==> src/rtl/riscv_pkg.sv <==
// Shared definitions for the RISC-V pipeline front end.
//   XLEN_DEFAULT  : default datapath width
//   NOP_INSTR     : canonical NOP (addi x0, x0, 0) used for pipeline bubbles
//   fetch_state_t : fetch sequencer states
package riscv_pkg;

    localparam int unsigned XLEN_DEFAULT = 32;

    localparam logic [31:0] NOP_INSTR = 32'h0000_0013;

    typedef enum logic [1:0] {
        BOOT  = 2'd0,
        FETCH = 2'd1,
        DROP  = 2'd2
    } fetch_state_t;

endpackage

==> src/rtl/if_id_reg.sv <==
// IF/ID pipeline register.
// Update priority: reset > flush > stall > load > bubble.
// Ports:
//   clk, rst_n              : clock, asynchronous active-low reset
//   flush                   : load a bubble (NOP, PC 0, not valid)
//   stall                   : hold current contents
//   load                    : fetch_instr/fetch_pc are a real instruction this cycle
//   fetch_instr, fetch_pc   : instruction and its PC from the fetch stage
//   instr, pc, pc_plus4     : registered instruction, PC and PC+4 for decode
//   valid                   : registered contents are a real instruction
module if_id_reg
    import riscv_pkg::*;
#(
    parameter int unsigned XLEN = XLEN_DEFAULT
) (
    input  logic            clk,
    input  logic            rst_n,
    input  logic            flush,
    input  logic            stall,
    input  logic            load,
    input  logic [31:0]     fetch_instr,
    input  logic [XLEN-1:0] fetch_pc,
    output logic [31:0]     instr,
    output logic [XLEN-1:0] pc,
    output logic [XLEN-1:0] pc_plus4,
    output logic            valid
);

    always_ff @(posedge clk or negedge rst_n) begin
        if (!rst_n) begin
            instr    <= NOP_INSTR;
            pc       <= '0;
            pc_plus4 <= '0;
            valid    <= 1'b0;
        end else if (flush) begin
            instr    <= NOP_INSTR;
            pc       <= '0;
            pc_plus4 <= '0;
            valid    <= 1'b0;
        end else if (!stall) begin
            if (load) begin
                instr    <= fetch_instr;
                pc       <= fetch_pc;
                pc_plus4 <= fetch_pc + XLEN'(4);
                valid    <= 1'b1;
            end else begin
                // Bubble carries the same encoding as a flush.
                instr    <= NOP_INSTR;
                pc       <= '0;
                pc_plus4 <= '0;
                valid    <= 1'b0;
            end
        end
    end

endmodule

==> src/rtl/if_stage.sv <==
// Instruction-fetch stage: program counter, instruction-memory request and the
// IF/ID register. Tolerates multi-cycle memory by bubbling decode, buffers one
// response while fetch is stalled, and discards the stale response of a request
// that was outstanding when a redirect arrived.
// Ports:
//   clk, rst_n                 : clock, asynchronous active-low reset
//   StallF, StallD, FlushD     : hazard-unit controls
//   PCSrcE, PCTargetE          : redirect from execute
//   ImemReq, ImemAddr          : fetch request and word-aligned address
//   ImemRdata, ImemValid       : fetch response (valid may be same cycle as request)
//   InstrD, PCD, PCPlus4D      : IF/ID register contents
//   ValidD                     : IF/ID holds a real instruction
//   FetchCnt, BubbleCnt        : performance counters, present only when the
//                                IF_STAGE_PERF_EN macro is defined
module if_stage
    import riscv_pkg::*;
#(
    parameter int unsigned      XLEN     = XLEN_DEFAULT,
    parameter logic [XLEN-1:0]  RESET_PC = '0
) (
    input  logic            clk,
    input  logic            rst_n,
    input  logic            StallF,
    input  logic            StallD,
    input  logic            FlushD,
    input  logic            PCSrcE,
    input  logic [XLEN-1:0] PCTargetE,
    output logic            ImemReq,
    output logic [XLEN-1:0] ImemAddr,
    input  logic [31:0]     ImemRdata,
    input  logic            ImemValid,
    output logic [31:0]     InstrD,
    output logic [XLEN-1:0] PCD,
    output logic [XLEN-1:0] PCPlus4D,
    output logic            ValidD
`ifdef IF_STAGE_PERF_EN
    ,
    output logic [31:0]     FetchCnt,
    output logic [31:0]     BubbleCnt
`endif
);

    fetch_state_t    state_q, state_d;
    logic [XLEN-1:0] pcf_q, pcf_d;
    logic [XLEN-1:0] pend_addr_q, pend_addr_d;
    logic            buf_valid_q, buf_valid_d;
    logic [31:0]     buf_instr_q, buf_instr_d;

    logic            deliver;
    logic [31:0]     deliver_instr;

    // No request while the buffer holds an undelivered instruction.
    assign ImemReq  = ((state_q == FETCH) && !buf_valid_q) || (state_q == DROP);
    // In DROP the old address stays on the bus until its response is absorbed.
    assign ImemAddr = (state_q == DROP) ? pend_addr_q : pcf_q;

    always_comb begin
        state_d       = state_q;
        pcf_d         = pcf_q;
        pend_addr_d   = pend_addr_q;
        buf_valid_d   = buf_valid_q;
        buf_instr_d   = buf_instr_q;
        deliver       = 1'b0;
        deliver_instr = NOP_INSTR;

        case (state_q)
            BOOT: state_d = FETCH;
            FETCH: begin
                if (PCSrcE) begin
                    // Request still in flight: its response must be thrown away.
                    if (!buf_valid_q && !ImemValid) begin
                        pend_addr_d = pcf_q;
                        state_d     = DROP;
                    end
                end else if (buf_valid_q) begin
                    if (!StallF) begin
                        deliver       = 1'b1;
                        deliver_instr = buf_instr_q;
                        buf_valid_d   = 1'b0;
                    end
                end else if (ImemValid) begin
                    if (!StallF) begin
                        deliver       = 1'b1;
                        deliver_instr = ImemRdata;
                    end else begin
                        buf_valid_d = 1'b1;
                        buf_instr_d = ImemRdata;
                    end
                end
            end
            DROP: begin
                if (ImemValid) begin
                    state_d = FETCH;
                end
            end
            default: state_d = BOOT;
        endcase

        // Redirect wins over stall and over any delivery this cycle.
        if (PCSrcE) begin
            pcf_d       = {PCTargetE[XLEN-1:2], 2'b00};
            buf_valid_d = 1'b0;
        end else if (deliver) begin
            pcf_d = pcf_q + XLEN'(4);
        end
    end

    always_ff @(posedge clk or negedge rst_n) begin
        if (!rst_n) begin
            state_q     <= BOOT;
            pcf_q       <= RESET_PC;
            pend_addr_q <= RESET_PC;
            buf_valid_q <= 1'b0;
            buf_instr_q <= NOP_INSTR;
        end else begin
            state_q     <= state_d;
            pcf_q       <= pcf_d;
            pend_addr_q <= pend_addr_d;
            buf_valid_q <= buf_valid_d;
            buf_instr_q <= buf_instr_d;
        end
    end

    if_id_reg #(
        .XLEN (XLEN)
    ) u_if_id_reg (
        .clk         (clk),
        .rst_n       (rst_n),
        .flush       (FlushD),
        .stall       (StallD),
        .load        (deliver),
        .fetch_instr (deliver_instr),
        .fetch_pc    (pcf_q),
        .instr       (InstrD),
        .pc          (PCD),
        .pc_plus4    (PCPlus4D),
        .valid       (ValidD)
    );

`ifdef IF_STAGE_PERF_EN
    logic [31:0] fetch_cnt_q;
    logic [31:0] bubble_cnt_q;

    // Only cycles where IF/ID actually updates with a load or a bubble count.
    always_ff @(posedge clk or negedge rst_n) begin
        if (!rst_n) begin
            fetch_cnt_q  <= '0;
            bubble_cnt_q <= '0;
        end else if (!FlushD && !StallD) begin
            if (deliver) begin
                fetch_cnt_q <= fetch_cnt_q + 32'd1;
            end else begin
                bubble_cnt_q <= bubble_cnt_q + 32'd1;
            end
        end
    end

    assign FetchCnt  = fetch_cnt_q;
    assign BubbleCnt = bubble_cnt_q;
`endif

endmodule

==> config.mk <==
export PLATFORM = sky130hd
export DESIGN_NAME = if_stage
export DESIGN_NICKNAME = d
export VERILOG_FILES = /design/src/rtl/riscv_pkg.sv /design/src/rtl/if_id_reg.sv /design/src/rtl/if_stage.sv
export SDC_FILE = /design/constraint.sdc
export NUM_CORES = 1
export LEC_CHECK = 0
export BUFFER_PORTS_ARGS = -buffer_cell sky130_fd_sc_hd__buf_2
export CAP_MARGIN = 0
export CORE_ASPECT_RATIO = 0.6
export CORE_MARGIN = 1
export CORE_UTILIZATION = 58
export DETAILED_ROUTE_END_ITERATION = 6
export PLACE_DENSITY_LB_ADDON = 0.15
export SLEW_MARGIN = 0
export SYNTH_ARGS = -nofsm -noshare
export SYNTH_HDL_FRONTEND = slang
export SYNTH_HIERARCHICAL = 1
export SYNTH_SLANG_ARGS = --single-unit
==> constraint.sdc <==
create_clock -name clk -period 4.5 [get_ports clk]
set_clock_uncertainty 0.2 [all_clocks]
set_input_delay 0.225 -clock clk [delete_from_list [all_inputs] [get_ports clk]]
set_output_delay 0.225 -clock clk [all_outputs]
set_load 0.02 [all_outputs]
==> results by stage <==
Timing:
- The final critical path time including I/O delays and setup is 3000 ps.
- The setup total negative slack is 0 ps.
- The final critical path takes up about two thirds of the cycle.
- The tightest hold path in the finished design has a slack of 30.6 ps.
- The number of pins with negative max-slew slack in the final report came to 0.
- For the pin with the worst max-slew slack, the measured transition is ~1200 ps.
- The headroom to the max-slew limit is about 17%.
- The hold violation count in the final report is 0.
- Setup repair after global routing left no endpoint under its margin.
- Setup violations remaining at the end of the flow were counted as 0.
- The upper clock frequency limit is ~330 MHz.

Logic synthesis:
- The synthesized design devotes to its leading area cell type 51.6% of total area.
- The largest area contributor in the netlist is dfrtp_1.
- After synthesis, the netlist uses 52 different library cells.
- After synthesis the cells add up to ~8900 um^2.
- The most frequently used cell type in the post-synthesis netlist is dfrtp_1.
- The number of warning messages in the yosys log is 6.
- The number of enable-type register cells in the synthesized netlist is 0.
- After synthesis the netlist holds a flip-flop and latch count of 190.
- For this run, the leading register cell type out of synthesis is dfrtp_1.
- The proportion of synthesized chip area in sequential cells is a little over half.
- The post-synthesis instance total is a little under 800.
- After synthesis, the share of flip-flops with an asynchronous set or reset is 100%.
- After synthesis, the cell types taking the most area are dfrtp_1 (52%), mux2_2 (12%), a22o_1 (6.5%).
- The average size of a mapped cell is 11.4 um^2.
- The commonest cells after synthesis are dfrtp_1 (184), mux2_2 (94), nand2_1 (72).

Worst setup path:
- The logic depth of the worst register-to-register path is 5.
- The worst setup path is captured at a flop.
- The data arrival at the endpoint of the critical path is between 3000 and 4000 ps.
- The kind of critical path is reg -> reg.
- The critical path runs through a total of 5 cells.
- The peak fanout along the critical path is 31.
- The critical path goes through or3b_4, nor4_4, nand4_1, xnor2_1, mux2_2.
- The nature of the critical path startpoint is a flop.
- The worst-path cell with the longest stage delay is nor4_4.
- On the worst path, the slowest cell contributes a delay of 800 ps.
- Among cell families on the critical path, the largest total delay comes from simple AND/OR/NAND/NOR gates.
- The buffers plus inverters on the worst setup path is 0.
- STA puts the critical path data required time at approximately 4600 ps.

Worst hold path:
- The number of cells on the worst hold path is 3.
- The worst hold path belongs to the class in -> reg.

CTS:
- The clock latency on the worst-skew pair is between 400 and 500 ps.
- The buffer count from post-CTS setup fixing is 0.
- The number of hold-repair buffers added at the cts stage is 65.
- The H-tree was split into 4 levels.
- After clock tree synthesis, the clock-pin slew on the worst setup and hold paths is about 70 ps.
- Counting every sink on the clock net gives between 150 and 200.
- TritonCTS built the clock tree.
- The TritonCTS buffer count is 17.
- The maximum number of buffers from clock root to sink is 2.
- The library cell used as clock root buffer is clkbuf_16.
- The number of gates given a new drive strength after cts is 0.

GRT:
- The wire length of the first global-routing pass is ~39 mm.
- The number of antenna violations at the first check in global routing is 2.
- The peak-usage layer in the global routing report is met2.
- The largest net degree at the start of global routing is roughly 130.
- The number of global-route vias before repair is around 7.4k.
- Global routing consumed, on the met3 layer, 5.78% of the routing resources.
- Summed over all layers, the global routing overflow is 0.
- The met2 usage in global routing is a little under half.
- Global routing used a little under half of the available met1 tracks.
- The global router's overall resource usage is a little under a third.

Pwr:
- The overall power consumption is ~4.6 mW.
- Summed over all cells, the static leakage comes to roughly 5.3 nW.
- Power spread over the standard cell area amounts to 408 nW/um^2.
- The highest ir drop seen on vdd is between 200 and 300 uV.

Route:
- The first detailed-routing pass took 5 iterations.
- In the final routed layout, each cell accounts on average for 19.6 um.
- The number of design-rule violations left by the first detailed-router iteration is about 820.
- The final layout contains routed wiring with a total length of 24.1 mm.
- In the routed design, unresolved DRC markers number 0.
- For this block, the via count after detailed routing is around 7.4k.
- The detail route stage leaves a number of antenna-violating nets equal to 0.
- The routed via count divided by cell count is approximately 6.

Floorplan:
- The die height is approximately 98 um.
- Pin placement for this block handled ~200 I/O pins.
- The starting utilization of the core area is about three fifths.
- The core area is 14800 um^2.
- The site row count is 34.
- From left edge to right edge, the die measures roughly 160 um.
- The die covers about 16000 um^2.

Placed design:
- The port buffer count is a little under 200.
- Summed over all nets, the half-perimeter wirelength after detailed placement is roughly 16 mm.
- The congestion estimate from routability-driven global placement came to ~0.85.

Job:
- The max-capacitance violation count is 0.

Layout:
- The area growth from synthesis to layout is 26.1%.
- At the end of the flow, the number of nets in the layout was between 1k and 1.5k.
- The ratio of cells with drive above 1 in the final layout is between 30% and 40%.

Status:
- The run finished with clean final reports.
[flip-flops by register name, summed over array words and instances (netlist names)]
signal	count
buf_instr_q	32
buf_valid_q	1
pcf_q	30
pend_addr_q	30
state_q	2
u_if_id_reg/instr	32
u_if_id_reg/pc	32
u_if_id_reg/pc_plus4	30
u_if_id_reg/valid	1
[per-stage QoR]
step | std cells | cell area (um^2) | setup slack [ps] | utilization, %
5_1_grt | 1225 | 11200 | 1400 | 76.2
2_1_floorplan | 783 | 8930 | 2170 | -
4_1_cts | 1225 | 11200 | 1580 | 76.2
3_3_place_gp | 1129 | 10000 | 1370 | 67.9
3_5_place_dp | 1129 | 10000 | 1310 | 67.9
6_report | 1226 | 11300 | 1500 | 76.2
[cell usage in the layout, fill, tap and decap left out, drive strengths merged, types with 5 or more instances in the layout]
cell type / count
inv: 10
nand4: 27
and4: 6
and2: 5
dfrtp: 184
buf: 205
clkbuf: 20
a22oi: 29
a31oi: 5
a22o: 67
mux2: 95
dfstp: 6
nand2: 72
dlygate4sd3: 65
xnor2: 20
nor3: 6
and3: 9
o21ai: 50
nand3: 19
xor2: 30
nor4: 8
nor2: 45
[layout make-up]
class	count	area, um^2
Sequential cell	190	4760
Clock inverter	12	130
Tap cell	198	248
Antenna cell	1	2.50
Multi-Input combinational cell	531	3940
Timing Repair Buffer	271	1720
Clock buffer	19	443
Fill cell	951	3510
Inverter	4	15.0
[kinds of logic (layout without fill, tap and decap cells)]
kind of cell	after synthesis	count (layout)	share of synthesized area [%]
flops	190	190	53.4
buf+inv	62	306	2.93
fa+ha+maj	2	2	0.280
compound gates	165	165	13.3
mux	96	96	12.1
simple gates	214	214	13.0
other cells	1	5	0.0420
xor+xnor	50	50	4.91
[worst register-to-register path, delay by kind of cell, from the launching register on]
family / cells / cell delay [ps]
xor gates and xnor gates: 1 / 230
and+or+nand+nor: 3 / 1690
DFF: 1 / 460
muxes: 1 / 290
[per-layer routing]
| layer | wire, um | vias up | share of wire, % |
|---|---|---|---|
| li1 | - | 3289 | - |
| met1 | 11000 | 3679 | 46 |
| met2 | 10900 | 356 | 45 |
| met3 | 1780 | 45 | 7.4 |
| met4 | 404 | 2 | 1.7 |
| met5 | 13 | - | 0.054 |
[path summary, 6_finish.rpt]
path	start	endpoint	slack, ps
worst min register to register	u_if_id_reg/pc_plus4[19]	u_if_id_reg/pc_plus4[19]	280
worst max register to register	state_q[0]	pcf_q[24]	1500
worst max-delay path	state_q[0]	pcf_q[24]	1500
min in group asynchronous	rst_n	buf_instr_q[7]	310
max in group asynchronous	rst_n	pcf_q[30]	2670
worst min-delay path	StallD	u_if_id_reg/instr[4]	30
[power by group]
part	internal (mW)	total, mW	switching, mW
combinational	0.429	0.846	0.417
clock	0.795	1.48	0.681
sequential	2.02	2.26	0.243
Note: power is estimated with default switching activity, not from simulation.
